`src/rtl/drp_rmw_seq_if.sv`:
```
// Command/response and DRP-controller signals of the read-modify-write sequencer.
// The slave modport is the sequencer's view; master is the view of whoever drives it.
interface drp_rmw_seq_if;
    logic        cmd_valid_i;
    logic        cmd_ready_o;
    logic [1:0]  cmd_op_i;
    logic [6:0]  cmd_adr_i;
    logic [15:0] cmd_msk_i;
    logic [15:0] cmd_dat_i;
    logic        rsp_valid_o;
    logic [1:0]  rsp_err_o;
    logic [15:0] rsp_dat_o;
    logic        busy_o;
    logic [6:0]  cfg_adr_o;
    logic        cfg_re_o;
    logic        cfg_we_o;
    logic [15:0] cfg_dat_o;
    logic [15:0] cfg_dat_i;
    logic        cfg_ack_i;
    logic        cfg_bsy_i;

    modport slave (
        input  cmd_valid_i, cmd_op_i, cmd_adr_i, cmd_msk_i, cmd_dat_i,
        input  cfg_dat_i, cfg_ack_i, cfg_bsy_i,
        output cmd_ready_o, rsp_valid_o, rsp_err_o, rsp_dat_o, busy_o,
        output cfg_adr_o, cfg_re_o, cfg_we_o, cfg_dat_o
    );

    modport master (
        output cmd_valid_i, cmd_op_i, cmd_adr_i, cmd_msk_i, cmd_dat_i,
        output cfg_dat_i, cfg_ack_i, cfg_bsy_i,
        input  cmd_ready_o, rsp_valid_o, rsp_err_o, rsp_dat_o, busy_o,
        input  cfg_adr_o, cfg_re_o, cfg_we_o, cfg_dat_o
    );
endinterface

```
`src/rtl/drp_rmw_seq.sv`:
```
// Sequencer turning read / write / RMW / RMW+verify commands into single DRP accesses,
// with masked field merge, readback verify and a per-access ack timeout.
module drp_rmw_seq #(
    parameter int unsigned TMO_CNT = 256
) (
    input  logic             cfg_clk_i,
    input  logic             cfg_rstn_i,
    drp_rmw_seq_if.slave     bus
);

    typedef enum logic [2:0] {
        IDLE, RD_REQ, RD_WAIT, WR_REQ, WR_WAIT, VF_REQ, VF_WAIT, RESP
    } state_e;

    localparam logic [1:0]  OP_RD     = 2'd0;
    localparam logic [1:0]  OP_WR     = 2'd1;
    localparam logic [1:0]  OP_RMW_VF = 2'd3;
    localparam logic [1:0]  ERR_OK    = 2'd0;
    localparam logic [1:0]  ERR_TMO   = 2'd1;
    localparam logic [1:0]  ERR_VF    = 2'd2;
    localparam logic [15:0] TMO_LAST  = 16'(TMO_CNT - 1);

    state_e      state_q, state_d;
    logic [1:0]  op_q, op_d;
    logic [6:0]  adr_q, adr_d;
    logic [15:0] msk_q, msk_d;
    logic [15:0] dat_q, dat_d;
    logic [15:0] wdat_q, wdat_d;
    logic [15:0] tmo_q, tmo_d;

    logic        ready_q, ready_d;
    logic        busy_q, busy_d;
    logic        rsp_valid_q, rsp_valid_d;
    logic [1:0]  rsp_err_q, rsp_err_d;
    logic [15:0] rsp_dat_q, rsp_dat_d;
    logic [6:0]  cfg_adr_q, cfg_adr_d;
    logic        cfg_re_q, cfg_re_d;
    logic        cfg_we_q, cfg_we_d;
    logic [15:0] cfg_dat_q, cfg_dat_d;

    // NOTE: sequential state uses non-blocking assignments so every register samples pre-edge values.
    always_ff @(posedge cfg_clk_i or negedge cfg_rstn_i) begin
        if (!cfg_rstn_i) begin
            state_q     <= IDLE;
            op_q        <= '0;
            adr_q       <= '0;
            msk_q       <= '0;
            dat_q       <= '0;
            wdat_q      <= '0;
            tmo_q       <= '0;
            ready_q     <= 1'b1;
            busy_q      <= 1'b0;
            rsp_valid_q <= 1'b0;
            rsp_err_q   <= ERR_OK;
            rsp_dat_q   <= '0;
            cfg_adr_q   <= '0;
            cfg_re_q    <= 1'b0;
            cfg_we_q    <= 1'b0;
            cfg_dat_q   <= '0;
        end else begin
            state_q     <= state_d;
            op_q        <= op_d;
            adr_q       <= adr_d;
            msk_q       <= msk_d;
            dat_q       <= dat_d;
            wdat_q      <= wdat_d;
            tmo_q       <= tmo_d;
            ready_q     <= ready_d;
            busy_q      <= busy_d;
            rsp_valid_q <= rsp_valid_d;
            rsp_err_q   <= rsp_err_d;
            rsp_dat_q   <= rsp_dat_d;
            cfg_adr_q   <= cfg_adr_d;
            cfg_re_q    <= cfg_re_d;
            cfg_we_q    <= cfg_we_d;
            cfg_dat_q   <= cfg_dat_d;
        end
    end

    // NOTE: every signal gets a default first, so no path through the case can infer a latch.
    always_comb begin
        state_d   = state_q;
        op_d      = op_q;
        adr_d     = adr_q;
        msk_d     = msk_q;
        dat_d     = dat_q;
        wdat_d    = wdat_q;
        tmo_d     = tmo_q;
        rsp_err_d = rsp_err_q;
        rsp_dat_d = rsp_dat_q;

        unique case (state_q)
            IDLE: begin
                if (bus.cmd_valid_i) begin
                    op_d    = bus.cmd_op_i;
                    adr_d   = bus.cmd_adr_i;
                    msk_d   = bus.cmd_msk_i;
                    dat_d   = bus.cmd_dat_i;
                    wdat_d  = bus.cmd_dat_i;
                    state_d = (bus.cmd_op_i == OP_WR) ? WR_REQ : RD_REQ;
                end
            end
            RD_REQ, WR_REQ, VF_REQ: begin
                if (!bus.cfg_bsy_i) begin
                    tmo_d   = '0;
                    state_d = (state_q == RD_REQ) ? RD_WAIT :
                              (state_q == WR_REQ) ? WR_WAIT : VF_WAIT;
                end
            end
            RD_WAIT, WR_WAIT, VF_WAIT: begin
                if (bus.cfg_ack_i) begin
                    state_d = RESP;
                    if (state_q == RD_WAIT) begin
                        if (op_q == OP_RD) begin
                            rsp_dat_d = bus.cfg_dat_i;
                            rsp_err_d = ERR_OK;
                        end else begin
                            wdat_d  = (bus.cfg_dat_i & ~msk_q) | (dat_q & msk_q);
                            state_d = WR_REQ;
                        end
                    end else if (state_q == WR_WAIT) begin
                        if (op_q == OP_RMW_VF) begin
                            state_d = VF_REQ;
                        end else begin
                            rsp_dat_d = wdat_q;
                            rsp_err_d = ERR_OK;
                        end
                    end else begin
                        rsp_dat_d = bus.cfg_dat_i;
                        rsp_err_d = (bus.cfg_dat_i != wdat_q) ? ERR_VF : ERR_OK;
                    end
                end else if (tmo_q == TMO_LAST) begin
                    // Timeout abandons any accesses the command still had to do.
                    state_d   = RESP;
                    rsp_err_d = ERR_TMO;
                    rsp_dat_d = '0;
                end else begin
                    tmo_d = tmo_q + 16'd1;
                end
            end
            RESP:    state_d = IDLE;
            default: state_d = IDLE;
        endcase
    end

    // Outputs are registered: next-cycle values derive from the current request and next state.
    always_comb begin
        cfg_re_d    = !bus.cfg_bsy_i && (state_q == RD_REQ || state_q == VF_REQ);
        cfg_we_d    = !bus.cfg_bsy_i && (state_q == WR_REQ);
        cfg_adr_d   = (cfg_re_d || cfg_we_d) ? adr_q : '0;
        cfg_dat_d   = cfg_we_d ? wdat_q : '0;
        ready_d     = (state_d == IDLE);
        busy_d      = (state_d != IDLE);
        rsp_valid_d = (state_d == RESP);
    end

    assign bus.cmd_ready_o = ready_q;
    assign bus.busy_o      = busy_q;
    assign bus.rsp_valid_o = rsp_valid_q;
    assign bus.rsp_err_o   = rsp_err_q;
    assign bus.rsp_dat_o   = rsp_dat_q;
    assign bus.cfg_adr_o   = cfg_adr_q;
    assign bus.cfg_re_o    = cfg_re_q;
    assign bus.cfg_we_o    = cfg_we_q;
    assign bus.cfg_dat_o   = cfg_dat_q;

endmodule
```
`src/flat_wrapper.sv`:
```
// flat-port wrapper written by rule: the top's interface ports become plain ports
module drp_rmw_seq_flat 
#(
    parameter int unsigned TMO_CNT = 256
)
  (cfg_clk_i, cfg_rstn_i, bus_cmd_valid_i, bus_cmd_op_i, bus_cmd_adr_i, bus_cmd_msk_i, bus_cmd_dat_i, bus_cfg_dat_i, bus_cfg_ack_i, bus_cfg_bsy_i, bus_cmd_ready_o, bus_rsp_valid_o, bus_rsp_err_o, bus_rsp_dat_o, bus_busy_o, bus_cfg_adr_o, bus_cfg_re_o, bus_cfg_we_o, bus_cfg_dat_o);
  drp_rmw_seq_if bus_i ();
  input  logic cfg_clk_i;
  input  logic cfg_rstn_i;
  input wire logic [$bits(bus_i.cmd_valid_i)-1:0] bus_cmd_valid_i;
  input wire logic [$bits(bus_i.cmd_op_i)-1:0] bus_cmd_op_i;
  input wire logic [$bits(bus_i.cmd_adr_i)-1:0] bus_cmd_adr_i;
  input wire logic [$bits(bus_i.cmd_msk_i)-1:0] bus_cmd_msk_i;
  input wire logic [$bits(bus_i.cmd_dat_i)-1:0] bus_cmd_dat_i;
  input wire logic [$bits(bus_i.cfg_dat_i)-1:0] bus_cfg_dat_i;
  input wire logic [$bits(bus_i.cfg_ack_i)-1:0] bus_cfg_ack_i;
  input wire logic [$bits(bus_i.cfg_bsy_i)-1:0] bus_cfg_bsy_i;
  output wire logic [$bits(bus_i.cmd_ready_o)-1:0] bus_cmd_ready_o;
  output wire logic [$bits(bus_i.rsp_valid_o)-1:0] bus_rsp_valid_o;
  output wire logic [$bits(bus_i.rsp_err_o)-1:0] bus_rsp_err_o;
  output wire logic [$bits(bus_i.rsp_dat_o)-1:0] bus_rsp_dat_o;
  output wire logic [$bits(bus_i.busy_o)-1:0] bus_busy_o;
  output wire logic [$bits(bus_i.cfg_adr_o)-1:0] bus_cfg_adr_o;
  output wire logic [$bits(bus_i.cfg_re_o)-1:0] bus_cfg_re_o;
  output wire logic [$bits(bus_i.cfg_we_o)-1:0] bus_cfg_we_o;
  output wire logic [$bits(bus_i.cfg_dat_o)-1:0] bus_cfg_dat_o;
  assign bus_i.cmd_valid_i = bus_cmd_valid_i;
  assign bus_i.cmd_op_i = bus_cmd_op_i;
  assign bus_i.cmd_adr_i = bus_cmd_adr_i;
  assign bus_i.cmd_msk_i = bus_cmd_msk_i;
  assign bus_i.cmd_dat_i = bus_cmd_dat_i;
  assign bus_i.cfg_dat_i = bus_cfg_dat_i;
  assign bus_i.cfg_ack_i = bus_cfg_ack_i;
  assign bus_i.cfg_bsy_i = bus_cfg_bsy_i;
  assign bus_cmd_ready_o = bus_i.cmd_ready_o;
  assign bus_rsp_valid_o = bus_i.rsp_valid_o;
  assign bus_rsp_err_o = bus_i.rsp_err_o;
  assign bus_rsp_dat_o = bus_i.rsp_dat_o;
  assign bus_busy_o = bus_i.busy_o;
  assign bus_cfg_adr_o = bus_i.cfg_adr_o;
  assign bus_cfg_re_o = bus_i.cfg_re_o;
  assign bus_cfg_we_o = bus_i.cfg_we_o;
  assign bus_cfg_dat_o = bus_i.cfg_dat_o;
  drp_rmw_seq #(.TMO_CNT(TMO_CNT)) u_core (.cfg_clk_i(cfg_clk_i), .cfg_rstn_i(cfg_rstn_i), .bus(bus_i));
endmodule
```
`config.mk`:
```
export PLATFORM = sky130hd
export DESIGN_NAME = drp_rmw_seq_flat
export DESIGN_NICKNAME = d
export VERILOG_FILES = /design/src/rtl/drp_rmw_seq_if.sv /design/src/rtl/drp_rmw_seq.sv /design/src/flat_wrapper.sv
export SDC_FILE = /design/constraint.sdc
export NUM_CORES = 1
export LEC_CHECK = 0
export BUFFER_PORTS_ARGS = -buffer_cell sky130_fd_sc_hd__buf_2
export CAP_MARGIN = 15
export CORE_UTILIZATION = 25
export CTS_CLUSTER_DIAMETER = 80
export CTS_CLUSTER_SIZE = 8
export DETAILED_ROUTE_END_ITERATION = 6
export HOLD_SLACK_MARGIN = 0.05
export PLACE_DENSITY_LB_ADDON = 0.3
export SETUP_SLACK_MARGIN = 0.4
export SLEW_MARGIN = 20
export SYNTH_ARGS = -nofsm -noshare
export SYNTH_HDL_FRONTEND = slang
export SYNTH_SLANG_ARGS = --single-unit
```
`constraint.sdc`:
```
create_clock -name cfg_clk_i -period 8 [get_ports cfg_clk_i]
set_input_delay 0.8 -clock cfg_clk_i [delete_from_list [all_inputs] [get_ports cfg_clk_i]]
set_output_delay 0.8 -clock cfg_clk_i [all_outputs]
set_load 0.01 [all_outputs]
```
==> summary.txt <==
status: finished, final reports clean
GR Layer Usage met3: 0.0518
Worst-path clk slew: 60 ps
R2R depth: 6
io pins: 108
Slew Viols, Final: 0
setup ws final: 4720 ps
Cells after DPL: 855
Final ANT Viol Nets: 0
minimum clock period: 3280 ps
Starting Density: 0.258
vias in the first global route: 4215
count of state elements after synthesis: 122
Tcrit/Tclk final: 0.410
largest net degree at the start of global routing: 68
share of the yosys chip area belonging to registers: 0.559
VDD IR-drop max: 0.000156 V
Mapped Cells: 495
DRC viols: 0
PortBufs: 107
Root Buffer: clkbuf_16
CTS HTree Levels: 4
most common cell after layout, fill and taps aside: dfrtp_1
Syn. warnings: 0
Synth async-reset ratio: 1.00
max_slew headroom: 0.377
max-cap viol count: 0
die height: 150 um
clock tree buffer depth: 2
prevailing post-synth register cell: dfrtp_1
final net count: 662
most frequent cells in the layout: 121 x dfrtp_1, 106 x buf_2, 74 x nand2_1, 50 x mux2_2, 37 x o21ai_0
critical path class: register to register
Sink Count: 122
die width: 150 um
pre-CTS setup slack: 4560 ps
initial DRC count: 277
P_leak: 0.00317 uW
worst-path fanout max: 19
RSZ-0062 raised after global routing: false
gpl congestion: 0.821
post-synth design cell area: 0.00547 mm^2
layout cells sized above 1: 0.332
Worst EP arrival: 3580 ps
num rows: 53
Non-Filler Cell Area, Final: 0.00692 mm^2
Synth cell types: 41
number of synthesized flops with an enable pin: 0
first-pass GRT wire length: 23.1 mm
M1 GR Usage: 0.177
slew at the pin closest to its max-slew limit: 931 ps
dpl cell area: 0.00629 mm^2
initial antenna violation count: 5
number of fill cells in the layout: 2163
Hold-fix buffers, CTS: 0
Final setup viols: 0
pwr/cell area: 368 mW/mm^2
Avg Synthesized Cell Area: 11.0 um^2
setup bufs post-CTS: 0
crit start category: register
worst hold path class: register to register
Remaining Overflow, GRT: 0
Top Usage Layer GRT: met2
TNS Setup: 0 ps
Worst Path Required: 8300 ps
Syn Nets: 558
final WL: 14.4 mm
Hold Vio Cnt, Final: 0
GRT met2 Usage: 0.195
Vias: 4091
CTS resizes: 0
routed wire length per instance: 16.1 um
core area: 0.0212 mm^2
Finished Layout Cells: 894
Critical Path End Type: register
Post-Route Skew: 8.82 ps
CTS tree: done
WHS Path Cells: 1
Post-DP HPWL: 10.4 mm
Avg Vias per Cell: 4.58
FMAX: 305 MHz
CTS Buf Count: 17
worst skew pair latency: 420 ps
1st-pass router iterations: 4
Total GRT Usage: 0.136
Layout area overhead: 26.6%
Die Area: 0.0225 mm^2
-- cell families after synthesis --
group / after synthesis / synth area share
and+or+nand+nor: 157 / 0.143
DFF: 122 / 0.559
AOI/OAI and AO/OA: 87 / 0.0913
muxes: 75 / 0.151
buffers and inverters: 35 / 0.0254
xor gates and xnor gates: 18 / 0.0288
adders and majority gates: 1 / 0.00229
-- synthesized netlist by cell type (5+ instances only) --
library cell / number / area (um^2)
mux2i_1: 16 / 160
o21ai_0: 37 / 185
a21oi_1: 32 / 160
and2_1: 23 / 144
clkbuf_1: 24 / 90.1
dfrtp_1: 121 / 3030
or4_1: 12 / 90.1
nand2_1: 74 / 278
o31ai_1: 10 / 75.1
nor2_1: 12 / 45.0
mux2_2: 50 / 563
nand4_1: 7 / 43.8
nand3_1: 8 / 40.0
inv_1: 8 / 30.0
mux2_1: 9 / 101
nand2b_1: 5 / 31.3
xnor2_1: 16 / 140
-- critical path, stage by stage (launching register included) --
cell and delay, ps:
dfrtp_1 390, ha_1 190, nand3_1 370, o41a_1 600, or3_4 390, a211oi_4 810
mux2_2 420
-- worst paths after layout --
path,startpoint,end,slack (ps)
worst max-delay path,u_core.tmo_q[0],u_core.bus.rsp_dat_o[1],4720
worst min-delay path,u_core.adr_q[6],u_core.bus.cfg_adr_o[6],480
worst max register to register,u_core.tmo_q[0],u_core.bus.rsp_dat_o[1],4720
worst min register to register,u_core.adr_q[6],u_core.bus.cfg_adr_o[6],480
max in group asynchronous,cfg_rstn_i,u_core.bus.rsp_dat_o[8],6250
min in group asynchronous,cfg_rstn_i,u_core.adr_q[5],500
-- layer usage --
layer	wire length [um]	vias up
li1	-	1949
met1	6670	1999
met2	6330	121
met3	1030	22
met4	345	0
met5	0	-
-- through the flow --
stage / utilization / total power (uW) / hold slack [ps]
after CTS: 0.325 / 2570 / 481
after global placement: 0.296 / 1760 / 459
after detailed placement: 0.296 / 1790 / 468
final: 0.326 / 2550 / 477
after floorplan: - / 1520 / 449
after global routing: 0.326 / 2720 / 512
-- power breakdown --
| part | internal, uW | total (uW) | switching [uW] |
|---|---|---|---|
| registers | 842 | 1020 | 180 |
| clock network | 478 | 771 | 293 |
| logic | 358 | 754 | 396 |
| total | 1680 | 2550 | 870 |
-- layout make-up --
type	count	area (um^2)	share of cell area
flip-flops and latches	122	3050	0.441
multi-input cells	338	2300	0.333
repair buffers	111	568	0.0821
clock buffers	20	457	0.0660
well taps	275	344	0.0497
clock inverters	12	143	0.0206
inverters	9	33.8	0.00488
diodes	7	17.5	0.00253
-- sequential cells by signal, summed over array words and instances (netlist names) --
| name | count |
|---|---|
| u_core.bus.cfg_dat_o | 16 |
| u_core.bus.rsp_dat_o | 16 |
| u_core.dat_q | 16 |
| u_core.msk_q | 16 |
| u_core.tmo_q | 16 |
| u_core.wdat_q | 16 |
| u_core.adr_q | 7 |
| u_core.bus.cfg_adr_o | 7 |
| u_core.state_q | 3 |
| u_core.bus.rsp_err_o | 2 |
| u_core.op_q | 2 |
| u_core.bus.busy_o | 1 |
| u_core.bus.cfg_re_o | 1 |
| u_core.bus.cfg_we_o | 1 |
| u_core.bus.cmd_ready_o | 1 |
| u_core.bus.rsp_valid_o | 1 |
(Power assumes the default switching activity.)
